$ cat config.mk
export PLATFORM = sky130hd
export DESIGN_NAME = regfile_wb_arbiter
export DESIGN_NICKNAME = d
export VERILOG_FILES = /design/src/rtl/regfile_pkg.sv /design/src/rtl/rr_arbiter2.sv /design/src/rtl/regfile_wb_arbiter.sv
export SDC_FILE = /design/constraint.sdc
export NUM_CORES = 1
export LEC_CHECK = 0
export BUFFER_PORTS_ARGS = -buffer_cell sky130_fd_sc_hd__buf_4
export CORE_AREA = 2 2 103 105
export DETAILED_ROUTE_END_ITERATION = 6
export DIE_AREA = 0 0 105 107
export SETUP_SLACK_MARGIN = 0.15
export SYNTH_ARGS = -nofsm -noshare
export SYNTH_HDL_FRONTEND = slang
export SYNTH_SLANG_ARGS = --single-unit
$ cat constraint.sdc
create_clock -name clk -period 2.92 [get_ports clk]
set_clock_uncertainty 0.2 [all_clocks]
set_input_delay 0.438 -clock clk [delete_from_list [all_inputs] [get_ports clk]]
set_output_delay 0.438 -clock clk [all_outputs]
set_load 0.01 [all_outputs]
$ cat src/rtl/regfile_pkg.sv
// Shared constants for the register-file writeback arbiter.
package regfile_pkg;

  // Register-file address width (32 architectural registers).
  localparam int REG_ADDR_W = 5;

  // Default register data width.
  localparam int XLEN_DEFAULT = 32;

  // Requester indices into the request and grant vectors.
  localparam int REQ_ALU = 0;
  localparam int REQ_LSU = 1;

  // One bit per requester, indexed by REQ_ALU / REQ_LSU.
  typedef logic [1:0] req_vec_t;

endpackage

$ cat src/rtl/rr_arbiter2.sv
// Two-requester round-robin arbiter. The grant is combinational. The
// priority pointer moves only on contended cycles, and it moves to the
// requester that lost.
module rr_arbiter2
  import regfile_pkg::*;
(
  input  logic     clk,
  input  logic     reset_n,
  input  req_vec_t req_i,
  output req_vec_t gnt_o,
  output logic     rr_ptr_o
);

  logic rr_ptr_q;
  logic rr_ptr_d;
  logic contended;

  assign contended = req_i[REQ_ALU] & req_i[REQ_LSU];

  // Grant: a lone requester always wins; under contention the pointer decides.
  always_comb begin
    gnt_o          = '0;
    gnt_o[REQ_ALU] = req_i[REQ_ALU] & (~req_i[REQ_LSU] | (rr_ptr_q == 1'(REQ_ALU)));
    gnt_o[REQ_LSU] = req_i[REQ_LSU] & (~req_i[REQ_ALU] | (rr_ptr_q == 1'(REQ_LSU)));
  end

  // Next pointer: after a contended cycle, hand priority to the loser.
  always_comb begin
    rr_ptr_d = rr_ptr_q;
    if (contended) begin
      rr_ptr_d = gnt_o[REQ_ALU] ? 1'(REQ_LSU) : 1'(REQ_ALU);
    end
  end

  // Pointer register; reset gives the ALU priority.
  always_ff @(posedge clk or negedge reset_n) begin
    if (!reset_n) begin
      rr_ptr_q <= 1'(REQ_ALU);
    end else begin
      rr_ptr_q <= rr_ptr_d;
    end
  end

  assign rr_ptr_o = rr_ptr_q;

endmodule

$ cat src/rtl/regfile_wb_arbiter.sv
// Writeback arbiter between the ALU and the LSU in front of the register file.
// Optional feature macro: WB_FORWARD_EN. When it is defined, the writeback
// value in flight is forwarded onto the rs1/rs2 operand outputs.
//
// Handshake: each requester raises valid and holds addr and data stable
// until ready. Ready is combinational from the valids. A transfer happens
// at a rising edge where valid and ready are both high. The write appears
// on wr_* for the cycle after the transfer.
module regfile_wb_arbiter
  import regfile_pkg::*;
#(
  parameter int XLEN  = XLEN_DEFAULT,
  parameter int CNT_W = 8
) (
  input  logic                  clk,
  input  logic                  reset_n,
  input  logic                  alu_valid_i,
  input  logic [REG_ADDR_W-1:0] alu_addr_i,
  input  logic [XLEN-1:0]       alu_data_i,
  output logic                  alu_ready_o,
  input  logic                  lsu_valid_i,
  input  logic [REG_ADDR_W-1:0] lsu_addr_i,
  input  logic [XLEN-1:0]       lsu_data_i,
  output logic                  lsu_ready_o,
  output logic                  wr_enable_o,
  output logic [REG_ADDR_W-1:0] wr_addr_o,
  output logic [XLEN-1:0]       wr_data_o,
  input  logic [REG_ADDR_W-1:0] rs1_addr_i,
  input  logic [REG_ADDR_W-1:0] rs2_addr_i,
  input  logic [XLEN-1:0]       rs1_rf_i,
  input  logic [XLEN-1:0]       rs2_rf_i,
  output logic [XLEN-1:0]       rs1_o,
  output logic [XLEN-1:0]       rs2_o,
  output logic [CNT_W-1:0]      contention_cnt_o,
  output logic                  rr_ptr_o
);

  req_vec_t req;
  req_vec_t gnt;

  logic                  wr_en_q,   wr_en_d;
  logic [REG_ADDR_W-1:0] wr_addr_q, wr_addr_d;
  logic [XLEN-1:0]       wr_data_q, wr_data_d;
  logic [CNT_W-1:0]      cnt_q,     cnt_d;

  assign req[REQ_ALU] = alu_valid_i;
  assign req[REQ_LSU] = lsu_valid_i;

  rr_arbiter2 u_arb (
    .clk      (clk),
    .reset_n  (reset_n),
    .req_i    (req),
    .gnt_o    (gnt),
    .rr_ptr_o (rr_ptr_o)
  );

  // Nothing is granted while reset is held, so a request cannot slip through.
  assign alu_ready_o = gnt[REQ_ALU] & reset_n;
  assign lsu_ready_o = gnt[REQ_LSU] & reset_n;

  // Capture the granted write. Address 0 is accepted but never strobed.
  always_comb begin
    wr_en_d   = 1'b0;
    wr_addr_d = wr_addr_q;
    wr_data_d = wr_data_q;
    if (alu_ready_o) begin
      wr_en_d   = |alu_addr_i;
      wr_addr_d = alu_addr_i;
      wr_data_d = alu_data_i;
    end else if (lsu_ready_o) begin
      wr_en_d   = |lsu_addr_i;
      wr_addr_d = lsu_addr_i;
      wr_data_d = lsu_data_i;
    end
  end

  // Count contended cycles, saturating at all-ones.
  always_comb begin
    cnt_d = cnt_q;
    if (alu_valid_i && lsu_valid_i && (cnt_q != '1)) begin
      cnt_d = cnt_q + 1'b1;
    end
  end

  // Writeback and counter registers; reset drops any pending write.
  always_ff @(posedge clk or negedge reset_n) begin
    if (!reset_n) begin
      wr_en_q   <= 1'b0;
      wr_addr_q <= '0;
      wr_data_q <= '0;
      cnt_q     <= '0;
    end else begin
      wr_en_q   <= wr_en_d;
      wr_addr_q <= wr_addr_d;
      wr_data_q <= wr_data_d;
      cnt_q     <= cnt_d;
    end
  end

  assign wr_enable_o      = wr_en_q;
  assign wr_addr_o        = wr_addr_q;
  assign wr_data_o        = wr_data_q;
  assign contention_cnt_o = cnt_q;

`ifdef WB_FORWARD_EN
  // Bypass: a read of the register being written this cycle sees the new value.
  always_comb begin
    rs1_o = rs1_rf_i;
    rs2_o = rs2_rf_i;
    if (wr_en_q && (wr_addr_q == rs1_addr_i) && (rs1_addr_i != '0)) begin
      rs1_o = wr_data_q;
    end
    if (wr_en_q && (wr_addr_q == rs2_addr_i) && (rs2_addr_i != '0)) begin
      rs2_o = wr_data_q;
    end
  end
`else
  // No bypass. The read addresses go straight to the register file and
  // are not used here.
  logic unused_rs_addr;
  assign unused_rs_addr = ^{rs1_addr_i, rs2_addr_i};

  // Operands come straight from the register file.
  always_comb begin
    rs1_o = rs1_rf_i;
    rs2_o = rs2_rf_i;
  end
`endif

endmodule

; ---- Word-level counts from Yosys, hierarchy flattened
; Cells that the tools add are included.
; W data, S select, Z words.
[classes]
addsub = 1
n_eq_ne = 1
muxes = 7
bitwise_logic = 10
reduce_logical = 5
[op_table]
columns = op, n
row1 = $mux W32, 2
row2 = $mux W5, 2
row3 = $reduce_or A5 Y1, 2
row4 = $add A8 B1 Y8 const B, 1
row5 = $ne A8 B8 Y1 const B, 1
row6 = $and A1 B1 Y1, 5
row7 = $mux W1, 3
row8 = $not A1 Y1, 3
row9 = $logic_and A1 B1 Y1, 2
row10 = $or A1 B1 Y1, 2
row11 = $reduce_bool A2 Y1, 1
[totals]
register_bits = 47
in_bits = 152
out_inout_bits = 113
wordCells = 29

; ---- Longest topological paths before layout
; Gate-level depths: netlist (run 1).
[logic_depth]
word_depth = 6
mapped_depth = 6
mapped_depth_nobuf = 5

; ---- By module
; Synthesis (run 1) repeated with hierarchy kept, for this count alone.
[unflattened]
cells_unflattened = 276
hier_area_um2 = 2686.3
[by_module_without_submodules]
columns = module, instances, cells_each, area_per_inst_um2, seq_area_each_um2
row1 = regfile_wb_arbiter, 1, 270, 2630.0, 1151.1
row2 = rr_arbiter2, 1, 6, 56.3, 25.0

; ---- Worst setup path after synthesis (run 1)
; Ideal clock, no wire load.
[synth_timing]
kind = reg-to-output
start = register u_arb.rr_ptr_q (netlist: u_arb.rr_ptr_o)
end = output port alu_ready_o
arrival_time_ns = 1.024
required_time_ns = 2.282
setup_slack_ns = 1.258
stages_incl_launch_ff = 6
n_path_buf = 2
path_cell_list = dfrtp_1 nand2_1 nand3_2 buf_8 buf_12 inv_1
[synth_between]
elab_chain_cells = 4
[synth_lines]
columns = item, line_no
row1 = from (decl), rr_arbiter2.sv:14  ; logic rr_ptr_q;
row2 = from (signal assigned), rr_arbiter2.sv:38  ; rr_ptr_q <= 1'(REQ_ALU);
row3 = from (signal assigned), rr_arbiter2.sv:40  ; rr_ptr_q <= rr_ptr_d;
row4 = $not A1 Y1, rr_arbiter2.sv:23  ; gnt_o[REQ_ALU] = req_i[REQ_ALU] & (~req_i[REQ_LSU] | (rr_ptr_q == 1'(REQ_ALU)));
row5 = $or A1 B1 Y1, rr_arbiter2.sv:23
row6 = $and A1 B1 Y1, rr_arbiter2.sv:23
row7 = $and A1 B1 Y1, regfile_wb_arbiter.sv:58  ; assign alu_ready_o = gnt[REQ_ALU] & reset_n;
row8 = to (decl), regfile_wb_arbiter.sv:20  ; output logic alu_ready_o,
; No other way between the ends.

; ---- Worst setup path in the final report (run 1)
; Ends and elaborated chain as after synthesis.

==> results of run 1 <==
==> through the flow <==
stage,hold slack (ns),utilization
finish,0.0865,0.340
CTS,0.0991,0.340
global route,0.122,0.340
detailed placement,0.272,0.328
global placement,0.266,0.328
floorplan,-0.0576,-
==> final cells by class <==
class                      instances  area, um2  area share
clock inverter                     2       35.0      0.0102
multi-input combinational        146        957       0.279
inverter                           3       11.3     0.00328
clock buffer                       6       82.6      0.0241
sequential                        47       1180       0.343
tap                              136        170      0.0496
timing repair buffer             131        996       0.291
==> worst max-delay path, stage by stage (launching register included) <==
cell and delay, ns:
dfrtp_1 0.43, nand2_1 0.09, nand3_2 0.32, inv_1 0.13
buf_4 0.13
==> metal layers <==
metal	part of all wire	track usage	vias up	wire [um]
met5	0	0	-	0
met4	0.030	0.0524	0	186
met3	0.077	0.0340	20	486
met2	0.49	0.188	101	3090
met1	0.40	0.136	878	2540
li1	-	-	968	-
==> state kept, by name, summed over array words and instances (netlist names) <==
register	flops
contention_cnt_o	8
wr_addr_o	5
u_arb.rr_ptr_o	1
wr_enable_o	1
wr_data_o	32
==> layout by cell type, fill, tap and decap left out <==
cell       instances
a21oi_1            3
a31oi_1            4
and3_4             1
buf_12             1
buf_4            130
bufinv_16          1
clkbuf_8           6
clkinv_2           1
dfrtp_1           47
ha_1               1
inv_1              3
mux2_2             1
mux2i_1           37
nand2_1           41
nand3_1            2
nand3_2            1
nand3_4            1
nor2_1             3
nor2b_1            1
o2111ai_1          1
o21ai_0           32
o21ai_1            8
o21ai_4            1
o21bai_4           1
or4_1              2
xnor2_1            5
==> logic make-up (layout without fill, tap and decap cells) <==
family	Yosys count	after routing
xor gates and xnor gates	5	5
buffers and inverters	79	142
and+or+nand+nor	52	52
adders and majority gates	1	1
AOI/OAI and AO/OA	50	50
DFF	47	47
muxes	38	38
==> where the power goes <==
group / switching, mW / internal [mW] / total [mW]
sequential: 0.101 / 0.777 / 0.878
clock: 0.219 / 0.277 / 0.497
combinational: 0.288 / 0.347 / 0.635
total: 0.608 / 1.40 / 2.01
==> final timing paths <==
kind / from / end / slack, ns / cells after the start
max reg2reg: u_arb.rr_ptr_o$_DFFE_PN0P_ / wr_addr_o[4]$_DFFE_PN0P_ / 1.12 / 5
max in group asynchronous: reset_n / wr_addr_o[1]$_DFFE_PN0P_ / 2.02 / 2
max: u_arb.rr_ptr_o$_DFFE_PN0P_ / alu_ready_o / 0.87 / 4
min: reset_n / wr_data_o[5]$_DFFE_PN0P_ / 0.09 / 2
min reg2reg: wr_data_o[23]$_DFFE_PN0P_ / wr_data_o[23]$_DFFE_PN0P_ / 0.29 / 2
min in group clk: alu_data_i[3] / wr_data_o[3]$_DFFE_PN0P_ / 0.21 / 3
==> results.md, run 1 <==
- Status: completed
- Critical path launch point type: register
- Post-synthesis xor/xnor area fraction: 0.0162
- DRT Pass-1 Iters: 4
- Worst hold path type: input port to asynchronous set/reset pin
- Largest family of logic cells by synthesized area: buffers and inverters
- Core box area: 0.0101 mm2
- Post-CTS sizing: 0
- Die area: approximately 0.011 mm2
- EDFF count, synth: 0
- Finished Cell Area: about 0.0034 mm2
- Initial DRC Count: 46
- Count of cell types in the netlist: 27
- Post-Synth Adder-Cell Area: 0.00462
- Cts hold-fix bufs: 0
- Clk_lat worst skew: 0.29 ns
- Leak pwr: 1.83 nW
- Max Cap Viol: 0
- Post-CTS setup buffers: 0
- Async SR Flop Fraction: 1.00
- Tmin final: roughly 2 ns
- CP required: between 2 and 2.5 ns
- Cell Pwr Density: approximately 600 mW/mm2
- Fin. Hold Viols: 0
- Top post-synthesis cells by area: dfrtp_1 (43%), buf_4 (18%), mux2i_1 (14%), o21ai_0 (6.1%), nand2_1 (5.7%)
- Max_slew headroom: 0.580
- Compound-Gate Fraction of Synth Area: 0.101
- Routed vias: about 2,000
- WS Path Type: register to primary output
- Slew Limit Fails: 0
- Worst slew pin tran: between 0.6 and 0.7 ns
- Worst-path clk slew: roughly 0.090 ns
- Synth top area share: 0.434
- Crit path DAT: about 1.4 ns
- Largest net degree at the start of global routing: about 50
- Mapped Nets: 425
- WL/cell: between 10 and 15 um
- Achievable Freq: between 400 and 500 MHz
- Bufs on Longest Clock Path: 2
- Final Setup Violations: 0
- Gr ovfl total: 0
- Seq/Total Area, Yosys: 0.434
- Fill cell count: roughly 1,100
- Worst slack, placed: ~0.85 ns
- Port Buffers: approximately 130
- Final cell count without fillers: 471
- Clock sinks: 47
- Layout cells sized above 1: 0.433
- Placed insts: roughly 460
- # DRC: 0
- Yosys reg bits: 47
- Initial Util: 0.269
- Multiplexer share of the synthesized area: 0.141
- H-tree Lvls: 2
- Final #Nets: 487
- Setup TNS: 0 ns
- Post-Synth Simple-Gate Area: 0.0868
- First-pass GRT wire length: approximately 10,000 um
- Routed Antenna Nets: 0
- GP Congestion: 0.775
- VDD IR max: approximately 280 uV
- DP Area: roughly 0.0033 mm2
- Nature of the critical path endpoint: primary output
- Tot GR Track Use: 0.114
- Clk root buf: clkbuf_8
- CTS tree: done
- Final Cycle Share: 0.701
- Post-synth top cells: buf_4 (64), dfrtp_1 (47), nand2_1 (41)
- Dpl hpwl: ~5000 um
- Netlist Area Pre-Place: around 0.0027 mm2
- Height of the die: between 100 and 150 um
- Main synth FF type: dfrtp_1
- Vias per inst: roughly 4.2
- Initial antenna violation count: 0
- WL final: 6300 um
- # diodes: 0
- TritonCTS Buffers: 5
- Most frequent cell after synthesis: buf_4
- Biggest area consumer among synthesized cells: dfrtp_1
- Setup ws final: ~0.87 ns
- Power Total: between 2 and 2.5 mW
- YS warnings: 0
- Avg Synthesized Cell Area: ~10 um2
- RSZ-0062 raised after global routing: false
- Die extent in x: approximately 110 um
- Cells after synthesis: 272
- CP Max Fanout: 10
- Number of I/O pins: ~270
- Vias in the first global route: about 2,000
- Row Count: 37
- Area Growth Syn to Fin: 26.5%
Power figures use the tool's default switching activity.
==> run 2: changes to the inputs <==
- clock period: 2.92 -> 2.1 ns (I/O delays scaled with it)
==> run 2 against run 1 <==
Sequential power rose by 39%. Total power up 39%. Highest routed layer unchanged. Sequential cell count stayed put. First-iteration DRC count rose by 15%.
==> results.md, run 2 (synthesis results as in run 1) <==
- Status: completed
- Number of I/O pins: about 270
- TritonCTS Buffers: 5
- Worst slew pin tran: 0.610 ns
- Largest net degree at the start of global routing: 48
- Most common cell after layout, fill and taps aside: buf_4
- Final Setup Violations: 0
- Setup ws final: between 0.2 and 0.3 ns
- RSZ-0062 raised after global routing: false
- Row Count: 37
- CP Launch Point: u_arb.rr_ptr_o$_DFFE_PN0P_
- CP required: 1.58 ns
- Routed vias: approximately 2,000
- Tot GR Track Use: 0.110
- WL/cell: between 10 and 15 um
- First-pass GRT wire length: 9890 um
- Initial DRC Count: 53
- # DRC: 0
- CP Max Fanout: 19
- Initial antenna violation count: 0
- Fin. Hold Viols: 0
- Nature of the critical path endpoint: primary output
- Max Cap Viol: 0
- Vias per inst: roughly 4.2
- DP Area: approximately 0.0033 mm2
- H-tree Lvls: 2
- Die extent in x: approximately 110 um
- Die area: 0.0112 mm2
- Setup TNS: 0 ns
- Reg-to-reg startpoint: contention_cnt_o[0]$_DFFE_PN0P_
- Crit Reg-Reg Endpoint: contention_cnt_o[1]$_DFFE_PN0P_
- Core box area: 0.0101 mm2
- Clk_lat worst skew: 0.29 ns
- Worst-path clk slew: 0.09 ns
- Clock sinks: 47
- Final #Nets: around 500
- Power Total: between 2 and 3 mW
- WL final: between 6000 and 7000 um
- Crit path to: alu_ready_o
- Crit path DAT: ~1.3 ns
- DRT Pass-1 Iters: 4
- Height of the die: about 110 um
- Initial Util: 0.269
- Number of flip-flops in the largest register: 32
- CTS tree: done
- Vias in the first global route: between 2,000 and 2,500
- Reg2reg setup slack: 0.48 ns
- Worst slack, placed: between 0.4 and 0.5 ns
- Bufs on Longest Clock Path: 2
- Layout cells sized above 1: 0.433
- VDD IR max: 327 uV
- Max_slew headroom: 0.593
- Final Util: 0.343
- Tmin final: between 1.5 and 2 ns
- Cell Pwr Density: around 800 mW/mm2
- # diodes: 0
- Port Buffers: approximately 130
- Slew Limit Fails: 0
- Finished Cell Area: 0.00346 mm2
- WS Path Type: register to primary output
- GP Congestion: 0.759
- Worst hold path type: input port to register
- Area Growth Syn to Fin: 27.6%
- Clk root buf: clkbuf_8
- Dpl hpwl: about 5000 um
- Routed Antenna Nets: 0
- Critical path launch point type: register
- Leak pwr: 1.84 nW
- Gr ovfl total: 0
- Achievable Freq: around 550 MHz
- Final Cycle Share: 0.864
- Register-to-Register Path Depth: 4
- Most frequent cells in the layout: buf_4 (130), dfrtp_1 (47), nand2_1 (41), mux2i_1 (37), o21ai_0 (32)
[run 2: cell types whose count changed in the layout (fill, tap and decap cells not counted)]
| cell | before | now |
|---|---|---|
| buf_12 | 1 | 2 |
| dlygate4sd3_1 | 0 | 1 |
[run 2: worst min-delay path by stage]
stage | startpoint | end | cells past startpoint
4_1_cts | lsu_addr_i[3] | wr_enable_o$_DFF_PN0_ | 3
5_1_grt | lsu_data_i[5] | wr_data_o[5]$_DFFE_PN0P_ | 3
6_report | lsu_addr_i[3] | wr_enable_o$_DFF_PN0_ | 3
3_5_place_dp | wr_data_o[11]$_DFFE_PN0P_ | wr_data_o[11]$_DFFE_PN0P_ | 2
3_3_place_gp | wr_data_o[18]$_DFFE_PN0P_ | wr_data_o[18]$_DFFE_PN0P_ | 2
2_1_floorplan | reset_n | contention_cnt_o[0]$_DFFE_PN0P_ | 0
[run 2: final cells by class]
cell class	count	area (um2)
Multi-Input combinational cell	146	957
Inverter	3	11.3
Fill cell	1043	6630
Timing Repair Buffer	133	1030
Sequential cell	47	1180
Clock buffer	6	82.6
Tap cell	136	170
Clock inverter	2	35.0
[run 2: layer usage]
layer / GRT usage / up-vias / wire length (um)
li1: - / 973 / -
met1: 0.127 / 892 / 2610
met2: 0.184 / 95 / 3070
met3: 0.0334 / 20 / 463
met4: 0.0571 / 0 / 191
met5: 0 / - / 0
[run 2: power by group]
group          internal (mW)  total [mW]  switching [mW]
clock                  0.386       0.686           0.301
sequential              1.08        1.22           0.142
combinational          0.490       0.889           0.399
total                   1.96        2.80           0.842
[run 2: through the flow]
stage | cells | hold slack, ns
final | 473 | 0.0932
after global routing | 473 | 0.0834
after CTS | 473 | 0.0727
after detailed placement | 464 | 0.272
after global placement | 464 | 0.267
after floorplan | 272 | -0.181
[run 2: worst max-delay path, cell delays in order, from the launching register on]
cell,delay (ns)
dfrtp_1,0.42
nand2_1,0.08
nand3_2,0.11
buf_12,0.19
inv_1,0.05
buf_4,0.14
[run 2: timing repair]
item	CTS	global route
gates resized for setup	1	2
hold endpoints to repair	40	0
hold buffers	1	0
gates cloned	0	0
pin swaps	0	0
endpoints found under the setup margin	1	1
setup buffers	0	0
